`src/rtl/booth_mul_arbiter_if.sv`:
```
// Request, response and multiplier-side signals of the shared Booth multiplier arbiter.
// slave is the arbiter's view; master is the view of the requesters, consumer and multiplier.
interface booth_mul_arbiter_if #(
    parameter int NREQ = 4,
    parameter int ID_W = 2
);
    logic [NREQ-1:0]   req_valid;
    logic [NREQ-1:0]   req_ready;
    logic [6*NREQ-1:0] req_m;
    logic [6*NREQ-1:0] req_q;
    logic              rsp_valid;
    logic              rsp_ready;
    logic [ID_W-1:0]   rsp_id;
    logic [11:0]       rsp_result;
    logic              busy;
    logic              mul_start;
    logic [5:0]        mul_m;
    logic [5:0]        mul_q;
    logic [11:0]       mul_result;

    modport slave (
        input  req_valid, req_m, req_q, rsp_ready, mul_result,
        output req_ready, rsp_valid, rsp_id, rsp_result, busy, mul_start, mul_m, mul_q
    );

    modport master (
        output req_valid, req_m, req_q, rsp_ready, mul_result,
        input  req_ready, rsp_valid, rsp_id, rsp_result, busy, mul_start, mul_m, mul_q
    );
endinterface

```
`src/rtl/booth_mul_arbiter.sv`:
```
// Round-robin share of one sequential 6x6 signed multiplier; grant to response is MUL_LAT+2 cycles.
// One op in flight; the response is held stable until rsp_ready, and no grant is made outside IDLE.
module booth_mul_arbiter #(
    parameter int NREQ    = 4,
    parameter int ID_W    = 2,
    parameter int MUL_LAT = 9
) (
    input  logic               clk,
    input  logic               rst,
    booth_mul_arbiter_if.slave bus
);
    localparam int CNT_W = $clog2(MUL_LAT + 1);

    localparam logic [1:0] ST_IDLE  = 2'd0;
    localparam logic [1:0] ST_ISSUE = 2'd1;
    localparam logic [1:0] ST_WAIT  = 2'd2;
    localparam logic [1:0] ST_RESP  = 2'd3;

    logic [1:0]       state;
    logic [ID_W-1:0]  rr_ptr;
    logic [ID_W-1:0]  id_r;
    logic [CNT_W-1:0] lat_cnt;
    logic [5:0]       mul_m_r;
    logic [5:0]       mul_q_r;
    logic             rsp_valid_r;
    logic [ID_W-1:0]  rsp_id_r;
    logic [11:0]      rsp_result_r;

    logic [ID_W-1:0]  cand [NREQ];
    logic             grant_vld;
    logic [ID_W-1:0]  grant_idx;
    logic [ID_W-1:0]  next_ptr;
    logic             take;
    logic [5:0]       sel_m;
    logic [5:0]       sel_q;

    // Candidate order starts at rr_ptr and wraps, so the lowest offset wins.
    always_comb begin
        for (int k = 0; k < NREQ; k++) begin
            cand[k] = ID_W'((int'(rr_ptr) + k) % NREQ);
        end
    end

    always_comb begin
        grant_vld = 1'b0;
        grant_idx = '0;
        for (int k = NREQ - 1; k >= 0; k--) begin
            if (bus.req_valid[cand[k]]) begin
                grant_vld = 1'b1;
                grant_idx = cand[k];
            end
        end
    end

    assign take     = (state == ST_IDLE) && grant_vld && !rst;
    assign next_ptr = (grant_idx == ID_W'(NREQ - 1)) ? '0 : grant_idx + ID_W'(1);

    always_comb begin
        sel_m         = '0;
        sel_q         = '0;
        bus.req_ready = '0;
        for (int i = 0; i < NREQ; i++) begin
            if (grant_idx == ID_W'(i)) begin
                sel_m            = bus.req_m[6*i +: 6];
                sel_q            = bus.req_q[6*i +: 6];
                bus.req_ready[i] = take;
            end
        end
    end

    always_ff @(posedge clk or posedge rst) begin
        if (rst) begin
            state        <= ST_IDLE;
            rr_ptr       <= '0;
            id_r         <= '0;
            lat_cnt      <= '0;
            mul_m_r      <= '0;
            mul_q_r      <= '0;
            rsp_valid_r  <= 1'b0;
            rsp_id_r     <= '0;
            rsp_result_r <= '0;
        end else begin
            case (state)
                ST_IDLE: begin
                    if (take) begin
                        mul_m_r <= sel_m;
                        mul_q_r <= sel_q;
                        id_r    <= grant_idx;
                        rr_ptr  <= next_ptr;
                        state   <= ST_ISSUE;
                    end
                end
                ST_ISSUE: begin
                    lat_cnt <= CNT_W'(MUL_LAT - 1);
                    state   <= ST_WAIT;
                end
                ST_WAIT: begin
                    // The multiplier has no done flag; the count alone marks a valid product.
                    if (lat_cnt == '0) begin
                        rsp_result_r <= bus.mul_result;
                        rsp_id_r     <= id_r;
                        rsp_valid_r  <= 1'b1;
                        state        <= ST_RESP;
                    end else begin
                        lat_cnt <= lat_cnt - CNT_W'(1);
                    end
                end
                default: begin
                    if (bus.rsp_ready) begin
                        rsp_valid_r <= 1'b0;
                        state       <= ST_IDLE;
                    end
                end
            endcase
        end
    end

    assign bus.mul_start  = (state == ST_ISSUE);
    assign bus.busy       = (state != ST_IDLE);
    assign bus.mul_m      = mul_m_r;
    assign bus.mul_q      = mul_q_r;
    assign bus.rsp_valid  = rsp_valid_r;
    assign bus.rsp_id     = rsp_id_r;
    assign bus.rsp_result = rsp_result_r;
endmodule

```
`src/flat_wrapper.sv`:
```
// flat-port wrapper written by rule: the top's interface ports become plain ports
module booth_mul_arbiter_flat 
#(
    parameter int NREQ    = 4,
    parameter int ID_W    = 2,
    parameter int MUL_LAT = 9
)
  (clk, rst, bus_req_valid, bus_req_m, bus_req_q, bus_rsp_ready, bus_mul_result, bus_req_ready, bus_rsp_valid, bus_rsp_id, bus_rsp_result, bus_busy, bus_mul_start, bus_mul_m, bus_mul_q);
  booth_mul_arbiter_if #(.NREQ(NREQ), .ID_W(ID_W)) bus_i ();
  input  logic clk;
  input  logic rst;
  input wire logic [$bits(bus_i.req_valid)-1:0] bus_req_valid;
  input wire logic [$bits(bus_i.req_m)-1:0] bus_req_m;
  input wire logic [$bits(bus_i.req_q)-1:0] bus_req_q;
  input wire logic [$bits(bus_i.rsp_ready)-1:0] bus_rsp_ready;
  input wire logic [$bits(bus_i.mul_result)-1:0] bus_mul_result;
  output wire logic [$bits(bus_i.req_ready)-1:0] bus_req_ready;
  output wire logic [$bits(bus_i.rsp_valid)-1:0] bus_rsp_valid;
  output wire logic [$bits(bus_i.rsp_id)-1:0] bus_rsp_id;
  output wire logic [$bits(bus_i.rsp_result)-1:0] bus_rsp_result;
  output wire logic [$bits(bus_i.busy)-1:0] bus_busy;
  output wire logic [$bits(bus_i.mul_start)-1:0] bus_mul_start;
  output wire logic [$bits(bus_i.mul_m)-1:0] bus_mul_m;
  output wire logic [$bits(bus_i.mul_q)-1:0] bus_mul_q;
  assign bus_i.req_valid = bus_req_valid;
  assign bus_i.req_m = bus_req_m;
  assign bus_i.req_q = bus_req_q;
  assign bus_i.rsp_ready = bus_rsp_ready;
  assign bus_i.mul_result = bus_mul_result;
  assign bus_req_ready = bus_i.req_ready;
  assign bus_rsp_valid = bus_i.rsp_valid;
  assign bus_rsp_id = bus_i.rsp_id;
  assign bus_rsp_result = bus_i.rsp_result;
  assign bus_busy = bus_i.busy;
  assign bus_mul_start = bus_i.mul_start;
  assign bus_mul_m = bus_i.mul_m;
  assign bus_mul_q = bus_i.mul_q;
  booth_mul_arbiter #(.NREQ(NREQ), .ID_W(ID_W), .MUL_LAT(MUL_LAT)) u_core (.clk(clk), .rst(rst), .bus(bus_i));
endmodule
```
`config.mk`:
```
export PLATFORM = sky130hd
export DESIGN_NAME = booth_mul_arbiter_flat
export DESIGN_NICKNAME = d
export VERILOG_FILES = /design/src/rtl/booth_mul_arbiter_if.sv /design/src/rtl/booth_mul_arbiter.sv /design/src/flat_wrapper.sv
export SDC_FILE = /design/constraint.sdc
export NUM_CORES = 1
export LEC_CHECK = 0
export CAP_MARGIN = 20
export CORE_ASPECT_RATIO = 1.1
export CORE_UTILIZATION = 41
export DETAILED_ROUTE_END_ITERATION = 16
export PLACE_DENSITY_LB_ADDON = 0.2
export SLEW_MARGIN = 10
export SYNTH_ARGS = -nofsm -noshare
export SYNTH_HDL_FRONTEND = slang
export SYNTH_SLANG_ARGS = --single-unit
```
`constraint.sdc`:
```
create_clock -name clk -period 2.91 [get_ports clk]
set_input_delay 0.291 -clock clk [delete_from_list [all_inputs] [get_ports clk]]
set_output_delay 0.291 -clock clk [all_outputs]
set_load 0.02 [all_outputs]
```
==> results.md <==
* Largest net degree at the start of global routing at 38
* FF+latch count, synth at 37
* Maximum operating frequency at 381 MHz
* Power density cells at 961 mW/mm^2
* Clock transition at the register clock pins on the worst setup and hold paths after CTS at 70 ps
* IO Port Bufs at 99
* Class of the tightest hold or removal check: in2async
* Number of buffers added to fix hold violations after cts at 0
* Fraction of layout cells with a size suffix above 1 at 12.0%
* Data arrival time at the worst-slack endpoint at 2340 ps
* Routed Antenna Nets at 0
* Global-route wire length before repair at 8490 microns
* Proportion of synthesized chip area in sequential cells at 44.0%
* TritonCTS clock tree: yes
* Reported leakage power at 0.00141 uW
* Io pins at 100
* Area of combinational cells with multiple inputs at 0.00101 sq mm
* Half-perimeter wire length of the detailed placement result at 3870 microns
* EDFF count, synth at 0
* Detailed-route vias per instance at 5.19
* Avg Synthesized Cell Area at 9.83 sq um
* Remaining max-slew budget at the tightest pin at 58.0%
* Util after Layout at 68.0%
* Clock buffer depth at 2
* Worst-Margin Slew at 630 ps
* Wirelength, routed at 5070 microns
* Height of the chip at 77.1 microns
* DRC violations left at 0
* Number of clock buffers inserted by TritonCTS at 5
* Footprint of the flip-flops and latches at 926 sq um
* Hold slack at 497 ps
* Final worst clock skew at 2.58 ps
* Starting density of the core at 44.0%
* # resized after CTS at 0
* Worst Setup Start Kind: input pin
* Area enclosed by the die boundary at 0.00542 sq mm
* Number of instances in the synthesized netlist at 214
* Total of warnings raised by yosys at 0
* Weighted congestion reported at the end of routability-driven placement at 0.751
* Unrepaired setup endpoints after global routing: no
* Final min period at 2630 ps
* Path type of the worst setup path: in2out
* Placeable core region at 0.00478 sq mm
* Layout-stage area growth over the synthesis result at 54.7%
* Routed wire length per instance at 13.6 microns
* Filler Cells Inserted at 392
* Worst Path Required at 2620 ps
* Maximum fanout count along the critical path at 5
* Iter 0 DRT Violations at 57
* Portion of synthesized cell area occupied by the leading cell type at 44.0%
* Net count of the finished layout at 392
* Number of antenna violations at the first check in global routing at 0
* Global Route Usage Sum at 19.5%
* Antenna Cells at 0
* Area contributors post-synth: dfrtp_1 (44%), mux2_2 (9.1%), ha_1 (5.9%), a211o_1 (4.6%), a221oi_1 (4.6%)
* Number of cell rows at 26
* Async S/R FF share, synth at 100%
* Number of unique standard cell types used by synthesis at 31
* Maximum resistive drop on vdd at 0.411 mV
* Fin crit share at 90.3%
* Clock network latency to the later pin of the worst-skew pair at 280 ps
* Total count of hold-check failures in the final report at 0
* Root cell of the clock tree: clkbuf_8
* Critical path capture point type: output pin
* Number of vias after detailed routing at 1930
* Number of pins exceeding their max-slew limit in the final report at 0
* Fin Setup TNS at 0 ps
* Dominant register cell in the synthesized netlist: dfrtp_1
* Number of detailed-routing iterations run before antenna repair at 4
* Post-Synthesis Net Count at 291
* Final setup violating endpoints at 0
* Synth area leader: dfrtp_1
* Cell area after synthesis at 0.00210 sq mm
* Number of global-route vias before repair at 1878
* Number of setup buffers added after CTS at 0
* Max-cap viol count at 0
* Run status: completed
* H-Tree Level Count at 2
* Num Clock Sinks at 37
* Die width at 70.3 microns
* Global route overflow at 0
-- critical path, stage by stage --
cell             delay, ps
clkdlybuf4s50_1        510
nand2b_1               130
a21oi_1                 70
a211oi_1               210
buf_4                  170
ha_1                   210
and2_1                 140
clkdlybuf4s50_1        610
-- area by class of cell --
class	count	share of cell area, %
clock buffer	7	2.96
clock inverter	1	0.154
inverter	24	2.77
multi-input combinational	139	31.0
sequential	37	28.5
tap	56	2.15
timing repair buffer	108	32.5
-- power by group --
part | internal [uW] | switching [uW] | total (uW)
logic | 926 | 894 | 1820
registers | 764 | 150 | 913
clock network | 214 | 178 | 392
-- path summary, 6_finish.rpt --
check / from / end / slack [ps] / cells past startpoint
worst max-delay path: bus_req_valid[1] / bus_req_ready[1] / 280 / 8
worst min-delay path: rst / u_core.bus.rsp_valid / 500 / 3
worst max register to register: u_core.rr_ptr[1] / u_core.bus.mul_q[5] / 700 / 11
worst min register to register: u_core.bus.rsp_id[0] / u_core.bus.rsp_id[0] / 510 / 1
max in group asynchronous: rst / u_core.bus.rsp_result[9] / 2090 / 3
min in group clk: u_core.bus.rsp_id[0] / u_core.bus.rsp_id[0] / 510 / 1
-- cell usage after synthesis (4+ instances only) --
cell type  count
clkbuf_1       7
ha_1          10
a221oi_1      11
buf_2          4
o21ai_0        5
a211o_1       11
and2_1         5
dfrtp_1       37
mux2_2        17
nand2_1       16
a21oi_1       10
nor2_1        20
a31oi_1       11
inv_1         24
-- routing by layer --
layer	wire length, microns	global-route usage [%]
met5	0	0
met4	45	5.40
met1	2040	22.5
met3	454	6.96
met2	2530	33.6
-- cell families after synthesis --
| family | share of synthesized area [%] |
|---|---|
| buffers and inverters | 8.09 |
| adders and majority gates | 5.95 |
| muxes | 9.82 |
| DFF | 44.0 |
| and+or+nand+nor | 12.1 |
| AOI/OAI and AO/OA | 20.0 |
-- through the flow --
step,setup slack [ps],cell area [sq um],instances,power (uW)
after CTS,280,3250,372,3160
after floorplan,716,2100,214,2050
after detailed placement,287,3150,364,2750
after global placement,289,3150,364,2720
final,283,3250,372,3130
after global routing,143,3250,372,3360
-- state kept, by name (all words and copies together), names as in the netlist --
signal and flops:
u_core.id_r 2, u_core.bus.mul_q 6, u_core.lat_cnt 4, u_core.bus.rsp_valid 1, u_core.bus.rsp_result 12, u_core.bus.mul_m 6, u_core.bus.rsp_id 2, u_core.state 2
u_core.rr_ptr 2
-- placed cells by master (no fill, tap or decap), types with 2 or more instances in the layout --
cell | synthesis | routed
clkdlybuf4s50_1 | 0 | 99
dfrtp_1 | 37 | 37
inv_1 | 24 | 24
nor2_1 | 20 | 20
mux2_2 | 17 | 17
nand2_1 | 16 | 16
a221oi_1 | 11 | 11
a211o_1 | 11 | 11
a31oi_1 | 11 | 11
a21oi_1 | 10 | 10
ha_1 | 10 | 10
buf_4 | 0 | 9
clkbuf_8 | 0 | 7
o21ai_0 | 5 | 5
and2_1 | 5 | 5
nor2b_1 | 3 | 3
nand3_1 | 3 | 3
nor3b_1 | 2 | 2
nand2b_1 | 2 | 2
nor3_1 | 2 | 2
(Power assumes the default switching activity.)
